<file path="src/rtl/display_pkg.sv">
// rtl/display_pkg.sv - shared constants for the seven-segment display scanner
package display_pkg;

    localparam int DEFAULT_NUM_DIGITS = 4;
    localparam int MAX_DIGITS = 8;

    // Space code understood by the seven-segment decoder
    localparam logic [3:0] BLANK_CODE = 4'hD;

    function automatic logic [MAX_DIGITS-1:0] anodes_off(input int n);
        logic [MAX_DIGITS-1:0] m;
        m = '0;
        for (int i = 0; i < MAX_DIGITS; i++) begin
            if (i < n) m[i] = 1'b1;
        end
        return m;
    endfunction

endpackage

</file>
<file path="src/rtl/display_scanner_prescaler.sv">
// rtl/display_scanner_prescaler.sv - per-slot cycle counter with wrap strobe and gap flag
module scan_prescaler #(
    parameter int REFRESH_DIV  = 50000,
    parameter int BLANK_CYCLES = 500
) (
    input  logic clk,
    input  logic reset,
    input  logic enable,
    output logic slot_adv,
    output logic in_gap
);

    localparam int CW = $clog2(REFRESH_DIV);
    localparam logic [CW-1:0] LAST    = CW'(REFRESH_DIV - 1);
    localparam logic [CW-1:0] GAP_END = CW'(BLANK_CYCLES);

    logic [CW-1:0] count;
    logic [CW-1:0] count_next;

    // in_gap describes the count being loaded on this edge, so the
    // registered anode outputs line up with the prescaler without lag.
    always_comb begin
        slot_adv = enable && (count == LAST);
        if (!enable || slot_adv) begin
            count_next = '0;
        end else begin
            count_next = count + CW'(1);
        end
        in_gap = (count_next < GAP_END);
    end

    always_ff @(posedge clk or posedge reset) begin
        if (reset) begin
            count <= '0;
        end else begin
            count <= count_next;
        end
    end

endmodule

</file>
<file path="src/rtl/display_scanner.sv">
// rtl/display_scanner.sv - multiplexed common-anode seven-segment scanner with frame latch and zero blanking
module display_scanner
    import display_pkg::*;
#(
    parameter int NUM_DIGITS   = DEFAULT_NUM_DIGITS,
    parameter int REFRESH_DIV  = 50000,
    parameter int BLANK_CYCLES = 500
) (
    input  logic                    clk,
    input  logic                    reset,
    input  logic                    enable,
    input  logic [4*NUM_DIGITS-1:0] value,
    input  logic [NUM_DIGITS-1:0]   dp_mask,
    input  logic                    lz_blank,
    output logic [3:0]              digit_out,
    output logic                    decimal_out,
    output logic [NUM_DIGITS-1:0]   anode_n,
    output logic                    frame_tick
);

    localparam int SW = $clog2(NUM_DIGITS);
    localparam logic [SW-1:0] LAST_SLOT = SW'(NUM_DIGITS - 1);
    localparam logic [MAX_DIGITS-1:0] OFF_WIDE = anodes_off(NUM_DIGITS);
    localparam logic [NUM_DIGITS-1:0] ALL_OFF = OFF_WIDE[NUM_DIGITS-1:0];

    logic slot_adv;
    logic in_gap;

    scan_prescaler #(
        .REFRESH_DIV (REFRESH_DIV),
        .BLANK_CYCLES(BLANK_CYCLES)
    ) u_prescaler (
        .clk     (clk),
        .reset   (reset),
        .enable  (enable),
        .slot_adv(slot_adv),
        .in_gap  (in_gap)
    );

    logic [SW-1:0]           slot, slot_next;
    logic [4*NUM_DIGITS-1:0] sh_value, sh_value_next;
    logic [NUM_DIGITS-1:0]   sh_dp, sh_dp_next;
    // lz_blank is folded into the stored suppression mask
    logic [NUM_DIGITS-1:0]   sh_supp, sh_supp_next;
    logic [NUM_DIGITS-1:0]   lz_mask;
    logic                    latch;
    logic                    wrap;
    logic [3:0]              sel_nibble;
    logic                    sel_dp;
    logic                    sel_supp;

    always_comb begin
        logic lead;
        lead = 1'b1;
        lz_mask = '0;
        for (int s = NUM_DIGITS - 1; s >= 1; s--) begin
            if (value[4*s +: 4] != 4'h0 || dp_mask[s]) lead = 1'b0;
            lz_mask[s] = lead;
        end
    end

    always_comb begin
        wrap  = slot_adv && (slot == LAST_SLOT);
        latch = !enable || wrap;

        if (!enable || wrap) begin
            slot_next = '0;
        end else if (slot_adv) begin
            slot_next = slot + SW'(1);
        end else begin
            slot_next = slot;
        end

        // Slot 0 of a new frame must come from the freshly latched inputs
        if (latch) begin
            sh_value_next = value;
            sh_dp_next    = dp_mask;
            sh_supp_next  = lz_blank ? lz_mask : '0;
        end else begin
            sh_value_next = sh_value;
            sh_dp_next    = sh_dp;
            sh_supp_next  = sh_supp;
        end

        sel_nibble = 4'h0;
        sel_dp     = 1'b0;
        sel_supp   = 1'b0;
        for (int s = 0; s < NUM_DIGITS; s++) begin
            if (slot_next == SW'(s)) begin
                sel_nibble = sh_value_next[4*s +: 4];
                sel_dp     = sh_dp_next[s];
                sel_supp   = sh_supp_next[s];
            end
        end
    end

    always_ff @(posedge clk or posedge reset) begin
        if (reset) begin
            slot        <= '0;
            sh_value    <= '0;
            sh_dp       <= '0;
            sh_supp     <= '0;
            anode_n     <= ALL_OFF;
            digit_out   <= BLANK_CODE;
            decimal_out <= 1'b0;
            frame_tick  <= 1'b0;
        end else begin
            slot        <= slot_next;
            sh_value    <= sh_value_next;
            sh_dp       <= sh_dp_next;
            sh_supp     <= sh_supp_next;
            anode_n     <= (!enable || in_gap) ? ALL_OFF
                                               : ~(NUM_DIGITS'(1) << slot_next);
            digit_out   <= sel_supp ? BLANK_CODE : sel_nibble;
            decimal_out <= !sel_supp && sel_dp;
            frame_tick  <= enable && wrap;
        end
    end

endmodule

</file>
<file path="config.mk">
export PLATFORM = sky130hd
export DESIGN_NAME = display_scanner
export DESIGN_NICKNAME = d
export VERILOG_FILES = /design/src/rtl/display_pkg.sv /design/src/rtl/display_scanner_prescaler.sv /design/src/rtl/display_scanner.sv
export SDC_FILE = /design/constraint.sdc
export NUM_CORES = 1
export LEC_CHECK = 0
export ABC_AREA = 0
export BUFFER_PORTS_ARGS = -buffer_cell sky130_fd_sc_hd__buf_2
export CAP_MARGIN = 5
export CELL_PAD_IN_SITES_DETAIL_PLACEMENT = 2
export CELL_PAD_IN_SITES_GLOBAL_PLACEMENT = 2
export CORE_UTILIZATION = 35
export DETAILED_ROUTE_END_ITERATION = 7
export PLACE_DENSITY_LB_ADDON = 0.1
export SETUP_SLACK_MARGIN = 0.2
export SYNTH_ARGS = -nofsm -noshare
export SYNTH_HDL_FRONTEND = slang
export SYNTH_SLANG_ARGS = --single-unit
</file>
<file path="constraint.sdc">
create_clock -name clk -period 3.34 [get_ports clk]
set_input_delay 0.501 -clock clk [delete_from_list [all_inputs] [get_ports clk]]
set_output_delay 0.501 -clock clk [all_outputs]
set_load 0.01 [all_outputs]
</file>
==> flow_metrics.tcl <==
set metrics [dict create \
    outcome "complete, no violations" \
    hold_depth 2 \
    dp_hpwl_um 5900 \
    crit_required_ns 3.57 \
    antenna_found_initial 0 \
    numCtsBuffers 5 \
    layoutNonFillerInstCount 443 \
    p_int_mw 0.930 \
    syn-num-nets 335 \
    ff2ff_path_depth 6 \
    start_kind "register" \
    holdBufCountCts 0 \
    ios 34 \
    vias 2382 \
    drt-vias-per-instance 5.38 \
    post_drt_wl_per_cell_um 17.7 \
    placementRows 32 \
    synth_cell_types 54 \
    core_region_area_sq_um 7770 \
    gp_congestion 0.819 \
    path_class "reg -> reg" \
    crit_path_top_delay_cell "or4_4" \
    grt_max_degree 53 \
    cp_top_family "simple AND/OR/NAND/NOR gates" \
    setup_ws_ns 0.559 \
    reg2reg_setup_slack_ns 0.56 \
    synth_cells 309 \
    grt_pass1_vias 2596 \
    hold_viol_final 0 \
    clock_latency_ns 0.31 \
    async_flop_share 1.00 \
    power.density_nw_per_um2 384 \
    crit_buf_inv 0 \
    grt_setup_unrepaired "no" \
    grt-ovfl-total 0 \
    netlist.area_leader.share 0.400 \
    cts_root_buf "clkbuf_8" \
    ys.flop_type "dfrtp_1" \
    yosysTopAreaCell "dfrtp_1" \
    grt_pass1_wl_um 13400 \
    fin_crit_ns 2.78 \
    synth_edf_count 0 \
    min_from "dp_mask[1]" \
    combPwrFrac 0.088 \
    final_common_cell "nand2_1" \
    cts_setup_buffers 0 \
    syn_to_final_growth_pct 13.2 \
    antenna_cells 0 \
    r2r-start "u_prescaler.count[13]" \
    firstDrtPassIters 4 \
    postSynthAreaPerCell_sq_um 9.11 \
    slew_headroom 0.242 \
    pwr-share-seq 0.556 \
    cts.sinks 52 \
    clock_path_buffers 2 \
    drv_slew 0 \
    r2r_end "decimal_out" \
    chipWidth_um 91.7 \
    path_cells "or4bb_1 > or4_4 > nor3_1 > or2_1 > a221oi_1 > a211oi_2" \
    ir_drop_mv 0.157 \
    hold_end "sh_supp[1]" \
    ys_seq_elements 52 \
    drc 0 \
    cp_max_fo 13 \
    yosys-top-cells-area "dfrtp_1 (40%), nand2_1 (9.3%), dfstp_2 (6.5%)" \
    grt_use_total 0.205 \
    synth_seq_area_share 0.465 \
    pre_cts_ws_ns 0.613 \
    path_clk_slew_ns 0.10 \
    fin_skew_ns 0.00653 \
    power.switching_mw 0.295 \
    setup_viol 0 \
    syn-cell-area_sq_um 2820 \
    die-area_sq_um 8410 \
    start_util 0.362 \
    finalCritPeriodShare 0.833 \
    cp.arrival_ns 3.01 \
    p_clk_frac 0.355 \
    antenna_left 0 \
    cts_tree "yes" \
    dp.cells 435 \
    htree_levels 2 \
    wl_um 7830 \
    max_freq_mhz 360 \
    p_leak_nw 1.39 \
    die_h_um 91.7 \
    nNetsFinal 366 \
    cts_resized 0 \
    min_path_type "in -> reg" \
    io_buffers 33 \
    layout_common_cells "nand2_1 (70), dfrtp_1 (45), buf_2 (33), nor2_1 (22), nand3_1 (12)" \
    setup_tns_ns 0 \
    max_cap_violations 0 \
    yosysWarnings 0 \
    drive_above_1_share 0.196 \
    drt_iter0_drc 33 \
    worstMarginPinSlew_ns 1.14 \
    max_stage_delay_ns 0.65 \
    cp-end-kind "register" \
    power.share.switching 0.241 \
]
[power by group through the flow]
stage	clock network [mW]	registers [mW]	logic (mW)
floorplan	0	0.689	0.0663
global placement	0	0.692	0.109
detailed placement	0	0.694	0.112
CTS	0.452	0.682	0.112
global route	0.473	0.685	0.125
finish	0.435	0.682	0.108
[worst max path at each step]
stage | start | slack (ns) | end | depth (start not counted)
after floorplan | u_prescaler.count[4] | 0.94 | digit_out[0] | 8
after global routing | u_prescaler.count[4] | 0.20 | anode_n[0] | 6
final | u_prescaler.count[13] | 0.56 | decimal_out | 6
after CTS | u_prescaler.count[4] | 0.56 | anode_n[0] | 6
after detailed placement | u_prescaler.count[4] | 0.61 | anode_n[0] | 6
after global placement | u_prescaler.count[13] | 0.67 | decimal_out | 6
[layer usage]
| layer | part of all wire | track usage | routed length [um] |
|---|---|---|---|
| met1 | 0.44 | 0.244 | 3440 |
| met2 | 0.53 | 0.381 | 4120 |
| met3 | 0.019 | 0.0315 | 149 |
| met4 | 0.014 | 0.0516 | 113 |
| met5 | 0 | 0 | 0 |
[final cells by class]
cell class / count / area, sq um
Tap cell: 102 / 128
Clock inverter: 1 / 30.0
Sequential cell: 52 / 1310
Fill cell: 903 / 4580
Timing Repair Buffer: 39 / 210
Clock buffer: 7 / 76.3
Inverter: 6 / 22.5
Multi-Input combinational cell: 236 / 1410
[per-stage QoR]
stage / utilization / hold slack (ns) / total power, mW / instance area [sq um]
3_3_place_gp: 0.397 / 0.454 / 0.801 / 3080
3_5_place_dp: 0.397 / 0.471 / 0.806 / 3080
6_report: 0.410 / 0.397 / 1.22 / 3190
4_1_cts: 0.410 / 0.384 / 1.25 / 3190
2_1_floorplan: - / 0.433 / 0.755 / 2820
5_1_grt: 0.410 / 0.392 / 1.28 / 3190
[cells in the mapped netlist, types with 2 or more instances]
master     number
buf_2           4
a21o_1          2
nor2b_1         4
nand4_1         3
xnor2_1        10
o41a_1          2
nand2b_1        2
o22ai_1         3
o21a_1          2
a221oi_1        3
dfrtp_1        45
nor3_1         11
and3_1          4
xor2_1          6
nand3b_1        3
a2111oi_2       2
buf_6           2
o21ai_1         5
mux2_2          5
nand3_1        12
mux2i_1         7
nor2_1         22
nor4_1          2
or3_1           4
dfstp_2         7
o21ai_0        10
clkbuf_1        8
nand2_1        70
or4_1           2
and2_1          7
or2_2           2
a211oi_1        2
ha_1            2
a31oi_1         2
inv_1           6
a21oi_1         8
[registers in the layout, summed over array words and instances (netlist names)]
signal	flops
digit_out	4
decimal_out	1
anode_n	4
sh_dp	4
sh_value	16
u_prescaler.count	16
slot	2
frame_tick	1
sh_supp	4
[worst register-to-register path, cell delays in order, from the launching register on]
cell	delay, ns
dfrtp_1	0.49
or4bb_1	0.64
or4_4	0.65
nor3_1	0.23
or2_1	0.34
a221oi_1	0.15
a211oi_2	0.20
[cell families (layout without fill, tap and decap cells)]
| logic type | after synthesis | count (layout) | synth area share |
|---|---|---|---|
| compound gates | 49 | 49 | 0.121 |
| xor+xnor | 16 | 16 | 0.0498 |
| fa+ha+maj | 2 | 2 | 0.00889 |
| buf+inv | 21 | 53 | 0.0351 |
| flops | 52 | 52 | 0.465 |
| mux | 12 | 12 | 0.0449 |
| simple gates | 157 | 157 | 0.275 |
No activity file was read; power rests on OpenSTA's default activity.
